==> src/rtl/ed25519_bpm_operand_bank_if.sv <==
// Host register bus plus Ed25519 base-point multiplier core port, shared by the
// operand bank (slave) and whatever drives the host and core sides (master).
interface ed25519_bpm_operand_bank_if;
  logic        host_wr;
  logic        host_rd;
  logic [3:0]  host_addr;
  logic [31:0] host_wdata;
  logic [31:0] host_rdata;
  logic        host_rvalid;
  logic        start;
  logic        busy;
  logic        done;
  logic        err;
  logic        core_ena;
  logic        core_rdy;
  logic [2:0]  core_k_addr;
  logic [31:0] core_k_din;
  logic [2:0]  core_qy_addr;
  logic        core_qy_wren;
  logic [31:0] core_qy_dout;

  modport master (
    output host_wr, host_rd, host_addr, host_wdata, start,
           core_rdy, core_k_addr, core_qy_addr, core_qy_wren, core_qy_dout,
    input  host_rdata, host_rvalid, busy, done, err, core_ena, core_k_din
  );

  modport slave (
    input  host_wr, host_rd, host_addr, host_wdata, start,
           core_rdy, core_k_addr, core_qy_addr, core_qy_wren, core_qy_dout,
    output host_rdata, host_rvalid, busy, done, err, core_ena, core_k_din
  );
endinterface

==> src/rtl/ed25519_bpm_operand_bank.sv <==
// Operand bank for the Ed25519 base-point multiplier: holds scalar K, captures
// result QY, sequences core ena/rdy with a watchdog, and exposes both to the host.
module ed25519_bpm_operand_bank #(
  parameter int TIMEOUT_CYCLES = 2000000,
  parameter int TO_W           = 21
) (
  input logic                        clk,
  input logic                        rst_n,
  ed25519_bpm_operand_bank_if.slave  bus
);

  typedef enum logic [1:0] {S_IDLE, S_ARM, S_RUN, S_DONE} state_t;

  state_t          state, state_nxt;
  logic [31:0]     k_mem  [8];
  logic [31:0]     qy_mem [8];
  logic [7:0]      qy_mask;
  logic [TO_W-1:0] wd;
  logic            done_q, err_q, rvalid_q;
  logic [31:0]     rdata_q, k_din_q;
  logic            active, timeout, accept, finish, core_ena;

  assign active  = (state == S_ARM) || (state == S_RUN);
  // A zero TIMEOUT_CYCLES disables the watchdog entirely.
  assign timeout = (TIMEOUT_CYCLES != 0) && active &&
                   (wd == TO_W'(TIMEOUT_CYCLES - 1));

  // NOTE: every signal written here gets a default first so no latch is inferred.
  always_comb begin
    state_nxt = state;
    accept    = 1'b0;
    finish    = 1'b0;
    core_ena  = 1'b0;
    case (state)
      S_IDLE, S_DONE: begin
        if (bus.start && bus.core_rdy) begin
          state_nxt = S_ARM;
          accept    = 1'b1;
        end
      end
      S_ARM: begin
        core_ena = 1'b1;
        if (timeout) begin
          state_nxt = S_DONE;
          finish    = 1'b1;
          core_ena  = 1'b0;
        end else if (!bus.core_rdy) begin
          state_nxt = S_RUN;
        end
      end
      S_RUN: begin
        if (timeout || bus.core_rdy) begin
          state_nxt = S_DONE;
          finish    = 1'b1;
        end
      end
      default: state_nxt = S_IDLE;
    endcase
  end

  // NOTE: sequential state uses non-blocking assignments so all registers update together.
  always_ff @(posedge clk) begin
    if (!rst_n) state <= S_IDLE;
    else        state <= state_nxt;
  end

  always_ff @(posedge clk) begin
    if (!rst_n) begin
      // NOTE: both buffers are cleared on reset so the host never reads stale operands.
      for (int i = 0; i < 8; i++) begin
        k_mem[i]  <= '0;
        qy_mem[i] <= '0;
      end
      qy_mask  <= '0;
      wd       <= '0;
      done_q   <= 1'b0;
      err_q    <= 1'b0;
      rvalid_q <= 1'b0;
      rdata_q  <= '0;
      k_din_q  <= '0;
    end else begin
      // K is frozen while the core may be reading it.
      if (bus.host_wr && !bus.host_addr[3] && !active)
        k_mem[bus.host_addr[2:0]] <= bus.host_wdata;

      if (accept) begin
        for (int i = 0; i < 8; i++) qy_mem[i] <= '0;
        qy_mask <= '0;
      end else if (active && bus.core_qy_wren) begin
        qy_mem[bus.core_qy_addr]  <= bus.core_qy_dout;
        qy_mask[bus.core_qy_addr] <= 1'b1;
      end

      if (accept)      wd <= '0;
      else if (active) wd <= wd + 1'b1;

      if (accept) begin
        done_q <= 1'b0;
        err_q  <= 1'b0;
      end else if (finish) begin
        done_q <= 1'b1;
        err_q  <= timeout || (qy_mask != 8'hFF);
      end

      rvalid_q <= bus.host_rd;
      if (bus.host_rd)
        rdata_q <= bus.host_addr[3] ? qy_mem[bus.host_addr[2:0]]
                                    : k_mem[bus.host_addr[2:0]];

      k_din_q <= k_mem[bus.core_k_addr];
    end
  end

  assign bus.busy        = active;
  assign bus.core_ena    = core_ena;
  assign bus.done        = done_q;
  assign bus.err         = err_q;
  assign bus.host_rvalid = rvalid_q;
  assign bus.host_rdata  = rdata_q;
  assign bus.core_k_din  = k_din_q;

endmodule

==> src/flat_wrapper.sv <==
// flat-port wrapper written by rule: the top's interface ports become plain ports
module ed25519_bpm_operand_bank_flat 
#(
  parameter int TIMEOUT_CYCLES = 2000000,
  parameter int TO_W           = 21
)
  (clk, rst_n, bus_host_wr, bus_host_rd, bus_host_addr, bus_host_wdata, bus_start, bus_core_rdy, bus_core_k_addr, bus_core_qy_addr, bus_core_qy_wren, bus_core_qy_dout, bus_host_rdata, bus_host_rvalid, bus_busy, bus_done, bus_err, bus_core_ena, bus_core_k_din);
  ed25519_bpm_operand_bank_if bus_i ();
  input logic clk;
  input logic rst_n;
  input wire logic [$bits(bus_i.host_wr)-1:0] bus_host_wr;
  input wire logic [$bits(bus_i.host_rd)-1:0] bus_host_rd;
  input wire logic [$bits(bus_i.host_addr)-1:0] bus_host_addr;
  input wire logic [$bits(bus_i.host_wdata)-1:0] bus_host_wdata;
  input wire logic [$bits(bus_i.start)-1:0] bus_start;
  input wire logic [$bits(bus_i.core_rdy)-1:0] bus_core_rdy;
  input wire logic [$bits(bus_i.core_k_addr)-1:0] bus_core_k_addr;
  input wire logic [$bits(bus_i.core_qy_addr)-1:0] bus_core_qy_addr;
  input wire logic [$bits(bus_i.core_qy_wren)-1:0] bus_core_qy_wren;
  input wire logic [$bits(bus_i.core_qy_dout)-1:0] bus_core_qy_dout;
  output wire logic [$bits(bus_i.host_rdata)-1:0] bus_host_rdata;
  output wire logic [$bits(bus_i.host_rvalid)-1:0] bus_host_rvalid;
  output wire logic [$bits(bus_i.busy)-1:0] bus_busy;
  output wire logic [$bits(bus_i.done)-1:0] bus_done;
  output wire logic [$bits(bus_i.err)-1:0] bus_err;
  output wire logic [$bits(bus_i.core_ena)-1:0] bus_core_ena;
  output wire logic [$bits(bus_i.core_k_din)-1:0] bus_core_k_din;
  assign bus_i.host_wr = bus_host_wr;
  assign bus_i.host_rd = bus_host_rd;
  assign bus_i.host_addr = bus_host_addr;
  assign bus_i.host_wdata = bus_host_wdata;
  assign bus_i.start = bus_start;
  assign bus_i.core_rdy = bus_core_rdy;
  assign bus_i.core_k_addr = bus_core_k_addr;
  assign bus_i.core_qy_addr = bus_core_qy_addr;
  assign bus_i.core_qy_wren = bus_core_qy_wren;
  assign bus_i.core_qy_dout = bus_core_qy_dout;
  assign bus_host_rdata = bus_i.host_rdata;
  assign bus_host_rvalid = bus_i.host_rvalid;
  assign bus_busy = bus_i.busy;
  assign bus_done = bus_i.done;
  assign bus_err = bus_i.err;
  assign bus_core_ena = bus_i.core_ena;
  assign bus_core_k_din = bus_i.core_k_din;
  ed25519_bpm_operand_bank #(.TIMEOUT_CYCLES(TIMEOUT_CYCLES), .TO_W(TO_W)) u_core (.clk(clk), .rst_n(rst_n), .bus(bus_i));
endmodule
==> config.mk <==
export PLATFORM = sky130hd
export DESIGN_NAME = ed25519_bpm_operand_bank_flat
export DESIGN_NICKNAME = d
export VERILOG_FILES = /design/src/rtl/ed25519_bpm_operand_bank_if.sv /design/src/rtl/ed25519_bpm_operand_bank.sv /design/src/flat_wrapper.sv
export SDC_FILE = /design/constraint.sdc
export NUM_CORES = 1
export LEC_CHECK = 0
export BUFFER_PORTS_ARGS = -buffer_cell sky130_fd_sc_hd__buf_2
export CORE_AREA = 5 5 225 227
export CTS_CLUSTER_DIAMETER = 30
export DETAILED_ROUTE_END_ITERATION = 8
export DIE_AREA = 0 0 230 232
export PLACE_DENSITY = 0.78
export SLEW_MARGIN = 0
export SYNTH_ARGS = -nofsm -noshare
export SYNTH_HDL_FRONTEND = slang
export SYNTH_SLANG_ARGS = --single-unit
==> constraint.sdc <==
create_clock -name clk -period 8.5 [get_ports clk]
set_input_delay 0 -clock clk [delete_from_list [all_inputs] [get_ports clk]]
set_output_delay 0 -clock clk [all_outputs]
set_load 0.02 [all_outputs]
==> flow_summary.toml <==
[sta]
rsz0062_at_grt = "false"
maxSlewHeadroom_pct = 3.91
finalCritPeriodShare_pct = 45.0
tightestPinTransition_ns = 1.44
hold_viol_final = 0
setup_viol = 0
fin_tns_setup_ns = 0
timing.fmax_mhz = 261
maxSlewViolCount = 0
holdWs_ns = 0.0982
period_minus_slack_ns = 3.83
fin_worst_skew_ns = 0.0236

[grt]
grtUsageTotal_pct = 28.8
grt_pass1_vias = 19300
grt_pass1_wl_mm = 117
antenna_found_initial = 0
grt-ovfl-total = 0
grt_max_degree = 152

[floorplan]
dieArea_um2 = 53400
fp.dieW_um = 230
start_util_pct = 59.1
core_um2 = 48400
num_io_pins = 150
rows = 81
die_y_um = 232

[setup_path]
ff2ff_path_depth = 7
worstReg2RegStart = "u_core.state[0]"
rr_endpoint = "u_core.k_mem[1][22]"
cp-start-kind = "register"
critPathCaptureType = "register"
path_cells = "inv_1 -> ha_1 -> nand4b_1 -> or2_1 -> nor3_4 -> buf_4 -> nand2b_2"
path_delay_family = "simple AND/OR/NAND/NOR gates"
crit_arrival_ns = 4.09
critical_path.n_buffers_inverters = 2
critPathKind = "reg -> reg"
required_ns = 8.77
cp_slowest_cell = "nand2b_2"
worstPathMaxFanout = 33
max_stage_delay_ns = 0.83
r2r_slack_ns = 4.67

[run]
maxCapViolCount = 0

[clocking]
clk_pin_slew_worst_paths_ns = 0.05
clock_latency_ns = 0.66
numCtsBuffers = 117
cts_tree = "yes"
ctsLongestPathBuffers = 3
clkSinkCount = 610
cts_root_buf = "clkbuf_16"
cts-htree-levels = 3
cts_resized = 0

[synth]
avgSynthCellArea_um2 = 13.6
synth_cell_types = 54
syn_inst = 2109
ys_seq_area_share_pct = 60.6
synth_seq_cells = 610
mappedNetlistNets = 2193
synth_async_sr_flop_share_pct = 0
syn_area_um2 = 28600
synth_top_flop_cell = "edfxtp_1"
ys.warnings.count = 0
synth_edf_count = 512

[routing]
drt_iter0_markers = 2174
ant_nets = 0
routed_wl_mm = 77.7
vias = 19200
vias_per_cell = 6.27
drc = 0
routedWlPerCell_um = 25.4
drt_first_pass_iters = 6

[min_path]
holdPathStages = 4
holdPathEnd = "u_core.bus.core_k_din[26]"
hold_path.class = "in -> reg"
min_from = "bus_core_k_addr[2]"

[pwr]
p_per_area_nw_per_um2 = 265
peakVddDrop_mv = 0.187
leakage_nw = 13.7

[cells_and_area]
fill_cells = 3139
drive_gt1_share_pct = 21.0
design_area_um2 = 34800
antennaDiodeCount = 0
multi_input_area_um2 = 10800
final_nets = 2424
seq_area_um2 = 17300
area_growth_pct = 21.6
utilization_pct = 71.8

[placed_design]
port-buffer-count = 149
post_dp_cell_area_um2 = 30000
place.gp.congestion = 0.900
place_hpwl_mm = 46.8

[status]
status = "finished clean"
## power by group
group | switching [W] | leakage, nW | internal (W)
registers | 0.000109 | 6.17 | 0.00355
clock network | 0.00159 | 1.96 | 0.00312
logic | 0.000535 | 5.55 | 0.000315
total | 0.00224 | 13.7 | 0.00698
## layout by cell type, fill, tap and decap left out, types with 5 or more instances in the layout
cell	synthesis	routed
and2_1	515	515
edfxtp_1	512	512
mux2i_1	228	228
buf_2	42	147
clkbuf_16	0	118
dfxtp_1	98	98
a22oi_1	95	95
mux4_2	95	95
nor2_1	96	91
dlygate4sd3_1	0	73
o21ai_0	68	58
nand3_1	45	45
buf_4	3	39
nand2b_1	43	38
a31oi_1	32	31
clkinv_2	0	23
bufinv_16	0	19
clkinv_1	1	16
nand2_1	14	14
clkinvlp_4	0	14
a21oi_1	12	12
clkbuf_1	90	10
o21ai_4	0	9
o21ai_1	8	9
clkinv_4	0	9
inv_1	8	8
o21a_1	8	8
inv_6	0	8
nor3_1	11	6
xor2_1	6	6
nor3_2	0	5
nand2b_2	0	5
nor4_1	6	5
nand4_1	5	5
nor2_2	1	5
xnor2_1	5	5
## registers in the layout (all words and copies together), names as in the netlist
signal and count:
u_core.state 2, u_core.qy_mem 256, u_core.qy_mask 8, u_core.k_mem 256, u_core.bus.host_rdata 32, u_core.bus.core_k_din 32, u_core.bus.host_rvalid 1, u_core.bus.done 1
u_core.bus.err 1, u_core.wd 21
## logic make-up after synthesis
| kind of cell | after synthesis | synth area share, % |
|---|---|---|
| XOR/XNOR | 11 | 0.337 |
| buffers and inverters | 158 | 2.36 |
| multiplexers | 323 | 15.5 |
| AND/OR/NAND/NOR | 767 | 15.8 |
| adder cells (fa/ha/maj) | 3 | 0.131 |
| flip-flops | 610 | 60.6 |
| AO/OA/AOI/OAI | 237 | 5.36 |
## area by class of cell
class,count,area share [%]
multi-input cells,1341,31.0
clock buffers,128,8.60
clock inverters,92,3.08
repair buffers,261,5.16
well taps,622,2.24
inverters,9,0.0971
flip-flops and latches,610,49.8
## cells in the mapped netlist (all sizes together), types with 12 or more instances
master | instances | area (um2)
and2 | 515 | 3220
edfxtp | 512 | 15400
mux2i | 228 | 2280
clkbuf | 98 | 378
dfxtp | 98 | 1960
nor2 | 97 | 367
a22oi | 95 | 713
mux4 | 95 | 2140
o21ai | 76 | 380
buf | 51 | 263
nand3 | 45 | 225
nand2b | 43 | 269
a31oi | 32 | 200
nand2 | 14 | 52.6
a21oi | 12 | 60.1
nor3 | 12 | 71.3
## stage by stage
step	cells	power, W	setup slack, ns
after floorplan	2109	0.00418	4.45
after global placement	2770	0.00447	4.85
after detailed placement	2770	0.00451	4.69
after CTS	3063	0.00923	4.69
after global routing	3063	0.00946	4.51
final	3063	0.00922	4.67
## per-layer routing
| metal | GRT usage (%) | up-vias | wire (um) |
|---|---|---|---|
| met1 | 40.5 | 9608 | 31200 |
| li1 | - | 8326 | - |
| met2 | 45.6 | 1085 | 36500 |
| met5 | 0 | - | 0 |
| met4 | 9.92 | 0 | 2360 |
| met3 | 5.64 | 173 | 7600 |
## how the worst max path moves through the flow
stage | slack (ns) | from | endpoint | cells past startpoint
4_1_cts | 4.69 | u_core.state[0] | u_core.k_mem[1][18] | 7
3_5_place_dp | 4.69 | u_core.state[0] | u_core.k_mem[1][22] | 7
5_1_grt | 4.51 | u_core.state[0] | u_core.k_mem[1][20] | 7
3_3_place_gp | 4.85 | u_core.state[0] | u_core.k_mem[1][21] | 7
2_1_floorplan | 4.45 | u_core.state[0] | u_core.k_mem[3][0] | 6
6_report | 4.67 | u_core.state[0] | u_core.k_mem[1][22] | 7
## tightest hold or removal path, stage by stage
cell	delay [ns]
buf_2	0.10
buf_4	0.35
mux2i_1	0.20
nor2_1	0.07
## what timing repair did
action,in CTS,in global routing
setup endpoints to repair,0,0
endpoints found under the hold margin,553,0
hold buffers,73,0
setup buffers,0,0
(Power assumes the default switching activity.)
